$ cat src/rtl/rv32_wb_pkg.sv
// Shared encodings for the MEM/WB writeback stage: result-source select,
// load width codes, FSM states and the captured-instruction record.
package rv32_wb_pkg;

    localparam logic [1:0] WB_ALU  = 2'b00;
    localparam logic [1:0] WB_LOAD = 2'b01;
    localparam logic [1:0] WB_PC4  = 2'b10;

    localparam logic [2:0] F3_LB  = 3'b000;
    localparam logic [2:0] F3_LH  = 3'b001;
    localparam logic [2:0] F3_LW  = 3'b010;
    localparam logic [2:0] F3_LBU = 3'b100;
    localparam logic [2:0] F3_LHU = 3'b101;

    typedef enum logic {
        S_IDLE = 1'b0,
        S_WAIT = 1'b1
    } wb_state_e;

    typedef struct packed {
        logic        regwrite;
        logic [4:0]  rd;
        logic [1:0]  sel;
        logic [31:0] alu;
        logic [31:0] pc4;
        logic [2:0]  funct3;
    } wb_stage_t;

    // x0 is hardwired to zero, so a write to it is never issued.
    function automatic logic gpr_write_en(input logic regwrite, input logic [4:0] rd);
        return regwrite && (rd != 5'd0);
    endfunction

endpackage

$ cat src/rtl/load_extend.sv
// Selects the byte/halfword lane of an aligned load word and sign- or
// zero-extends it according to the load funct3 code.
module load_extend
    import rv32_wb_pkg::*;
(
    input  logic [2:0]  funct3,
    input  logic [1:0]  offset,
    input  logic [31:0] rdata,
    output logic [31:0] data
);

    logic [7:0]  byte_s;
    logic [15:0] half_s;

    // Lane selection then extension; unknown width codes read the whole word.
    always_comb begin
        case (offset)
            2'd0:    byte_s = rdata[7:0];
            2'd1:    byte_s = rdata[15:8];
            2'd2:    byte_s = rdata[23:16];
            2'd3:    byte_s = rdata[31:24];
            default: byte_s = rdata[7:0];
        endcase
        half_s = offset[1] ? rdata[31:16] : rdata[15:0];
        case (funct3)
            F3_LB:   data = {{24{byte_s[7]}}, byte_s};
            F3_LH:   data = {{16{half_s[15]}}, half_s};
            F3_LBU:  data = {24'h00_0000, byte_s};
            F3_LHU:  data = {16'h0000, half_s};
            F3_LW:   data = rdata;
            default: data = rdata;
        endcase
    end

endmodule

$ cat src/rtl/mem_wb_writeback.sv
// MEM/WB writeback stage: holds one instruction, waits for load data with a
// timeout, and issues a single registered GPR write per instruction.
module mem_wb_writeback
    import rv32_wb_pkg::*;
#(
    parameter int LD_TIMEOUT = 15
) (
    input  logic        clk,
    input  logic        rst,
    input  logic        mem_valid,
    input  logic        mem_regwrite,
    input  logic [4:0]  mem_rd,
    input  logic [1:0]  mem_wb_sel,
    input  logic [31:0] mem_alu_result,
    input  logic [31:0] mem_pc_plus4,
    input  logic [2:0]  mem_funct3,
    input  logic        dmem_rvalid,
    input  logic [31:0] dmem_rdata,
    input  logic        wb_flush,
    output logic        wb_stall,
    output logic [4:0]  rd_wb,
    output logic [31:0] rd_wb_data,
    output logic        RegWrite,
    output logic        load_err
);

    localparam int CNT_W = (LD_TIMEOUT > 1) ? $clog2(LD_TIMEOUT) : 1;

    wb_state_e        state_q, state_d;
    logic [CNT_W-1:0] cnt_q, cnt_d;
    logic             valid_q, valid_d;
    wb_stage_t        stage_q, stage_d;
    logic             regwrite_q, regwrite_d;
    logic [4:0]       rd_wb_q, rd_wb_d;
    logic [31:0]      rd_wb_data_q, rd_wb_data_d;
    logic             load_err_q, load_err_d;
    logic             capture_s;
    logic             timeout_s;
    logic [31:0]      ld_data_s;

    load_extend u_load_extend (
        .funct3 (stage_q.funct3),
        .offset (stage_q.alu[1:0]),
        .rdata  (dmem_rdata),
        .data   (ld_data_s)
    );

    // Stall drops the same cycle load data arrives so the next op can enter.
    assign wb_stall  = (state_q == S_WAIT) && !dmem_rvalid;
    assign capture_s = mem_valid && !wb_stall;
    assign timeout_s = (cnt_q == CNT_W'(LD_TIMEOUT - 1));

    assign RegWrite   = regwrite_q;
    assign rd_wb      = rd_wb_q;
    assign rd_wb_data = rd_wb_data_q;
    assign load_err   = load_err_q;

    // Next-state: retire the held instruction, then possibly capture a new one.
    always_comb begin
        state_d      = state_q;
        cnt_d        = cnt_q;
        valid_d      = valid_q;
        stage_d      = stage_q;
        regwrite_d   = 1'b0;
        rd_wb_d      = rd_wb_q;
        rd_wb_data_d = rd_wb_data_q;
        load_err_d   = 1'b0;

        if (state_q == S_WAIT) begin
            if (wb_flush) begin
                state_d = S_IDLE;
                valid_d = 1'b0;
                cnt_d   = {CNT_W{1'b0}};
            end else if (dmem_rvalid) begin
                state_d      = S_IDLE;
                valid_d      = 1'b0;
                cnt_d        = {CNT_W{1'b0}};
                regwrite_d   = gpr_write_en(stage_q.regwrite, stage_q.rd);
                rd_wb_d      = stage_q.rd;
                rd_wb_data_d = ld_data_s;
            end else if (timeout_s) begin
                state_d    = S_IDLE;
                valid_d    = 1'b0;
                cnt_d      = {CNT_W{1'b0}};
                load_err_d = 1'b1;
            end else begin
                cnt_d = cnt_q + CNT_W'(1);
            end
        end else if (valid_q) begin
            valid_d = 1'b0;
            if (!wb_flush) begin
                regwrite_d   = gpr_write_en(stage_q.regwrite, stage_q.rd);
                rd_wb_d      = stage_q.rd;
                rd_wb_data_d = (stage_q.sel == WB_PC4) ? stage_q.pc4 : stage_q.alu;
            end else begin
                regwrite_d = 1'b0;
            end
        end else begin
            state_d = S_IDLE;
        end

        if (capture_s) begin
            valid_d          = 1'b1;
            stage_d.regwrite = mem_regwrite;
            stage_d.rd       = mem_rd;
            stage_d.sel      = mem_wb_sel;
            stage_d.alu      = mem_alu_result;
            stage_d.pc4      = mem_pc_plus4;
            stage_d.funct3   = mem_funct3;
            cnt_d            = {CNT_W{1'b0}};
            state_d          = (mem_wb_sel == WB_LOAD) ? S_WAIT : S_IDLE;
        end else begin
            stage_d = stage_q;
        end
    end

    // All stage state and registered outputs.
    always_ff @(posedge clk or posedge rst) begin
        if (rst) begin
            state_q      <= S_IDLE;
            cnt_q        <= {CNT_W{1'b0}};
            valid_q      <= 1'b0;
            stage_q      <= {$bits(wb_stage_t){1'b0}};
            regwrite_q   <= 1'b0;
            rd_wb_q      <= 5'd0;
            rd_wb_data_q <= 32'h0000_0000;
            load_err_q   <= 1'b0;
        end else begin
            state_q      <= state_d;
            cnt_q        <= cnt_d;
            valid_q      <= valid_d;
            stage_q      <= stage_d;
            regwrite_q   <= regwrite_d;
            rd_wb_q      <= rd_wb_d;
            rd_wb_data_q <= rd_wb_data_d;
            load_err_q   <= load_err_d;
        end
    end

endmodule

$ cat config.mk
export PLATFORM = sky130hd
export DESIGN_NAME = mem_wb_writeback
export DESIGN_NICKNAME = d
export VERILOG_FILES = /design/src/rtl/rv32_wb_pkg.sv /design/src/rtl/load_extend.sv /design/src/rtl/mem_wb_writeback.sv
export SDC_FILE = /design/constraint.sdc
export NUM_CORES = 1
export LEC_CHECK = 0
export CORE_ASPECT_RATIO = 1.75
export CORE_MARGIN = 4
export CORE_UTILIZATION = 45
export DETAILED_ROUTE_END_ITERATION = 7
export HOLD_SLACK_MARGIN = 0.03
export PLACE_DENSITY = 0.74
export REMOVE_ABC_BUFFERS = 1
export SKIP_CTS_REPAIR_TIMING = 1
export SYNTH_ARGS = -nofsm -noshare
export SYNTH_HDL_FRONTEND = slang
export SYNTH_SLANG_ARGS = --single-unit
$ cat constraint.sdc
create_clock -name clk -period 6.6 [get_ports clk]
set_input_delay 1.32 -clock clk [delete_from_list [all_inputs] [get_ports clk]]
set_output_delay 1.32 -clock clk [all_outputs]
set_load 0.02 [all_outputs]
==> results of run 1 <==
[power by group]
part | internal, W | switching [W] | total [W]
Clock | 0.000602 | 0.000362 | 0.000964
Sequential | 0.000853 | 0.0000881 | 0.000942
Combinational | 0.000312 | 0.000284 | 0.000596
[cell type report]
class                      count  area share (%)
inverter                       7           0.352
clock buffer                  17            5.20
multi-input combinational    350            33.6
clock inverter                15            2.31
timing repair buffer         158            19.1
sequential                   120            36.7
tap                          171            2.61
antenna                        3          0.0917
[logic make-up (layout without fill, tap and decap cells)]
family	after synthesis	after routing	share of synthesized area, %
AO/OA/AOI/OAI	105	105	14.6
XOR/XNOR	1	1	0.147
adder cells (fa/ha/maj)	2	2	0.421
buffers and inverters	44	197	3.37
flip-flops	120	120	50.5
multiplexers	96	96	17.9
other	0	3	0
AND/OR/NAND/NOR	146	146	13.1
[cells in the final DEF, fill, tap and decap left out, types with 8 or more instances in the layout]
cell type / netlist / routed
and2_1: 16 / 16
o21ai_0: 11 / 11
o2bb2ai_1: 10 / 10
dfrtp_1: 120 / 120
nand2_1: 53 / 52
nor2_1: 21 / 21
a211oi_1: 8 / 8
mux2i_1: 17 / 17
nand2b_1: 15 / 15
a211oi_2: 11 / 11
mux2_2: 77 / 77
clkdlybuf4s50_1: 0 / 151
a2111oi_0: 9 / 9
clkbuf_16: 0 / 17
a21oi_1: 9 / 9
[final timing paths]
| check | startpoint | endpoint | slack (ns) |
|---|---|---|---|
| worst max-delay path | dmem_rvalid | wb_stall | 2.64 |
| worst min-delay path | rd_wb[1] | rd_wb[1] | 0.48 |
| worst max register to register | stage_q[36] | rd_wb_data[18] | 4.00 |
| worst min register to register | rd_wb[1] | rd_wb[1] | 0.48 |
| max in group asynchronous | rst | rd_wb_data[10] | 3.90 |
| min in group asynchronous | rst | stage_q[68] | 1.36 |
[stage by stage]
stage | total power [W] | utilization [%] | instances
after floorplan | 0.00125 | - | 477
after global placement | 0.00153 | 58.5 | 806
after detailed placement | 0.00155 | 58.5 | 806
after CTS | 0.00252 | 63.2 | 838
after global routing | 0.00260 | 63.3 | 841
final | 0.00250 | 63.3 | 841
[layer usage]
metal,GRT usage [%],vias to the layer above,part of all wire [%]
met3,3.82,44,4.7
met2,40.5,149,55
li1,-,2175,-
met5,0,-,0
met1,25.2,2343,36
met4,11.6,0,3.9
[sequential cells by signal (all words and copies together) (netlist names)]
name and count:
rd_wb_data 32, stage_q 75, valid_q 1, state_q 1, rd_wb 5, cnt_q 4, RegWrite 1, load_err 1
[worst max-delay path, stage by stage]
cell and delay [ns]:
clkdlybuf4s50_1 0.41, nand2b_1 0.22, inv_1 0.09, clkdlybuf4s50_1 0.60
==> results_dict.tcl, run 1 <==
set metrics [dict create \
    yosysTopAreaCell "dfrtp_1" \
    dr_total_vias 4711 \
    first_iter_violations 278 \
    cp-end-kind "output port" \
    grt_pass1_wl_mm 26.4 \
    ys_ff_latch 120 \
    drc_errors 0 \
    rows 55 \
    grtUsageTotal_pct 22.7 \
    grt_pass1_vias 5062 \
    ys_top_cells_by_count "dfrtp_1, mux2_2, nand2_1" \
    drive_gt1_share_pct 20.7 \
    fp.dieH_um 160 \
    htreeDepth 4 \
    cts_buffer_depth 2 \
    via_per_inst 5.60 \
    ys.flop_type "dfrtp_1" \
    rsz0062_at_grt "no" \
    tns_ns 0 \
    criticalPathCategory "in2out" \
    wl_per_cell_um 19.8 \
    root_buffer "clkbuf_16" \
    cts_tree "yes" \
    synth_edf_count 0 \
    port_buffers 151 \
    grt_max_degree 78 \
    grt_overflow 0 \
    fin_crit_sh_pct 60.0 \
    setup_viol 0 \
    start_util_pct 46.0 \
    netlist.area_leader.share_pct 50.5 \
    worst_pin_slew_ns 1.02 \
    ys_top_cells_by_area "dfrtp_1, mux2_2, nand2_1" \
    totalWireLength_mm 16.7 \
    critPathMaxFanout 4 \
    synth_area_per_cell_sq_um 11.6 \
    ant_nets 0 \
    irDropWorstVdd_mv 0.212 \
    fin_nets 768 \
    postPlaceCellArea_sq_um 7560 \
    period_needed_ns 3.96 \
    leakagePower_nw 3.36 \
    synth.distinct_cells 55 \
    fin_skew_ns 0.00910 \
    max_freq_mhz 253 \
    finalWorstSetupSlack_ns 2.64 \
    cts.sinks 120 \
    finalHoldWorstSlack_ns 0.477 \
    synth_most_common_cell "dfrtp_1" \
    async_flop_share_pct 100 \
    synth-seq-area-share_pct 50.5 \
    dr.pass1.iters 4 \
    syn_inst 514 \
    pre_cts_slack_ns 2.63 \
    dp_hpwl_mm 11.8 \
    final_area_sq_um 8190 \
    core_sq_um 12900 \
    cts_buffers 17 \
    power_density_nw_per_um2 306 \
    maxCapViolCount 0 \
    hold_viol_final 0 \
    hp-class "reg2reg" \
    multi_input_area_sq_um 2750 \
    area_delta_synth_final_pct 37.6 \
    crit_required_ns 5.28 \
    clock_latency_ns 0.42 \
    seq_area_sq_um 3000 \
    outcome "complete, no violations" \
    startpoint_type "input pin" \
    netlist_area_sq_um 5950 \
    clk_pin_slew_worst_paths_ns 0.06 \
    place_congestion 0.825 \
    fill_cells 1061 \
    rr_worst_depth 4 \
    die-area_sq_um 15200 \
    antenna_found_initial 3 \
    slew_violations 0 \
    die_w_um 94.9 \
    min_path_cells 2 \
    slew_headroom_pct 32.1 \
    arrival_ns 2.64 \
    yosysWarningCount 0 \
    io_pins 152 \
]
(Power assumes the default switching activity.)
==> run 2, diff against run 1 <==
Clock period 6.6 ns to 3.7 ns, I/O delays scaled along.
==> run 2 against run 1 <==
Power up 78%. Final cell count up 0.12%. Worst hold slack worse by 0.0015 ns. Die area unchanged. Combinational power up 78%. Sequential share of layout area down 0.23 points. Design area is 0.63% higher. Non-clock buffer count up 2. Clock skew down 0.0051 ns. Critical path depth unchanged. Clock power grew 76%. Register-to-register slack worse by 2.8 ns.
==> results_dict.tcl, run 2 (same netlist as run 1, synthesis figures left out) <==
set metrics [dict create \
    drive_gt1_share_pct 20.8 \
    clock_latency_ns 0.42 \
    start_util_pct 46.0 \
    cp-end-kind "output port" \
    clk_pin_slew_worst_paths_ns 0.05 \
    area_delta_synth_final_pct 38.5 \
    place_congestion 0.791 \
    arrival_ns 2.09 \
    tns_ns 0 \
    outcome "complete, no violations" \
    layout_commonest_cell "clkdlybuf4s50_1" \
    r2r-start "stage_q[36]" \
    rsz0062_at_grt "no" \
    die-area_sq_um 15200 \
    root_buffer "clkbuf_16" \
    power_density_nw_per_um2 540 \
    cts_tree "yes" \
    criticalPathCategory "in2out" \
    max_freq_mhz 354 \
    largest_reg_flops 75 \
    core_sq_um 12900 \
    totalWireLength_mm 16.6 \
    cts_buffer_depth 2 \
    final_util_pct 63.7 \
    die_w_um 94.9 \
    cts_buffers 17 \
    leakagePower_nw 3.38 \
    finalHoldWorstSlack_ns 0.476 \
    endpoint "wb_stall" \
    dr.pass1.iters 4 \
    cts.sinks 120 \
    ant_nets 0 \
    grt_max_degree 62 \
    startpoint_type "input pin" \
    regMostFlops "stage_q" \
    critPathMaxFanout 4 \
    grt_pass1_wl_mm 25.9 \
    grt_overflow 0 \
    r2r_slack_ns 1.17 \
    fin_nets 770 \
    maxCapViolCount 0 \
    r2r-end "rd_wb_data[31]" \
    wl_per_cell_um 19.7 \
    htreeDepth 4 \
    rows 55 \
    antenna_found_initial 2 \
    io_pins 152 \
    via_per_inst 5.60 \
    mostFrequentLayoutCells "clkdlybuf4s50_1, dfrtp_1, mux2_2" \
    drc_errors 0 \
    fp.dieH_um 160 \
    hp-class "reg2reg" \
    hold_viol_final 0 \
    grt_pass1_vias 5035 \
    cp-startpoint "dmem_rvalid" \
    crit_required_ns 2.96 \
    dp_hpwl_mm 12.0 \
    first_iter_violations 249 \
    irDropWorstVdd_mv 0.349 \
    period_needed_ns 2.83 \
    setup_viol 0 \
    dr_total_vias 4715 \
    fin_crit_sh_pct 76.4 \
    slew_violations 0 \
    slew_headroom_pct 47.6 \
    grtUsageTotal_pct 22.6 \
    worst_pin_slew_ns 0.786 \
    port_buffers 151 \
    rr_worst_depth 4 \
    fin_skew_ns 0.00396 \
]
[run 2: cell count changes in the layout (fill, tap and decap cells not counted), sizes merged]
cell / delta
buf: +2
clkbuf: +4
clkinv: -1
clkinvlp: +2
diode: -1
inv: -5
[run 2: stage by stage]
step	total power, W	setup slack, ns	std cells	instance area, sq um
after global routing	0.00463	0.808	842	8240
after detailed placement	0.00277	0.868	808	7620
after CTS	0.00448	0.868	840	8230
after global placement	0.00274	0.898	808	7620
final	0.00445	0.874	842	8240
after floorplan	0.00224	-0.226	477	5770
[run 2: report_power, final]
part	total [W]	leakage (nW)	switching (W)	internal (W)
Combinational	0.00106	1.66	0.000501	0.000560
Sequential	0.00168	1.42	0.000160	0.00152
Clock	0.00170	0.295	0.000594	0.00111
[run 2: layout make-up]
class	instances	area (sq um)
Antenna cell	2	5.00
Clock buffer	21	470
Clock inverter	11	145
Fill cell	1061	4700
Inverter	7	28.8
Multi-Input combinational cell	350	2750
Sequential cell	120	3000
Tap cell	171	214
Timing Repair Buffer	160	1620
[run 2: metal layers]
layer  up-vias  GRT usage [%]  wire length (um)  part of all wire, %
li1       2164              -                 -                    -
met1      2335           24.5              5970                   36
met2       158           38.8              8830                   53
met3        58           4.57               885                  5.3
met4         0           14.6               914                  5.5
met5         -              0                 0                    0
[run 2: worst min-delay path by stage]
stage / to / slack (ns) / cells past startpoint / from
2_1_floorplan: rd_wb[4] / 0.45 / 2 / stage_q[73]
3_5_place_dp: rd_wb[0] / 0.47 / 2 / rd_wb[0]
5_1_grt: stage_q[9] / 0.50 / 1 / stage_q[9]
4_1_cts: rd_wb[0] / 0.48 / 2 / rd_wb[0]
3_3_place_gp: rd_wb[1] / 0.46 / 2 / rd_wb[1]
6_report: rd_wb[0] / 0.48 / 2 / rd_wb[0]
[run 2: critical path, stage by stage]
cell             delay (ns)
clkdlybuf4s50_1        0.43
nand2b_1               0.23
inv_1                  0.09
clkdlybuf4s50_1        0.60
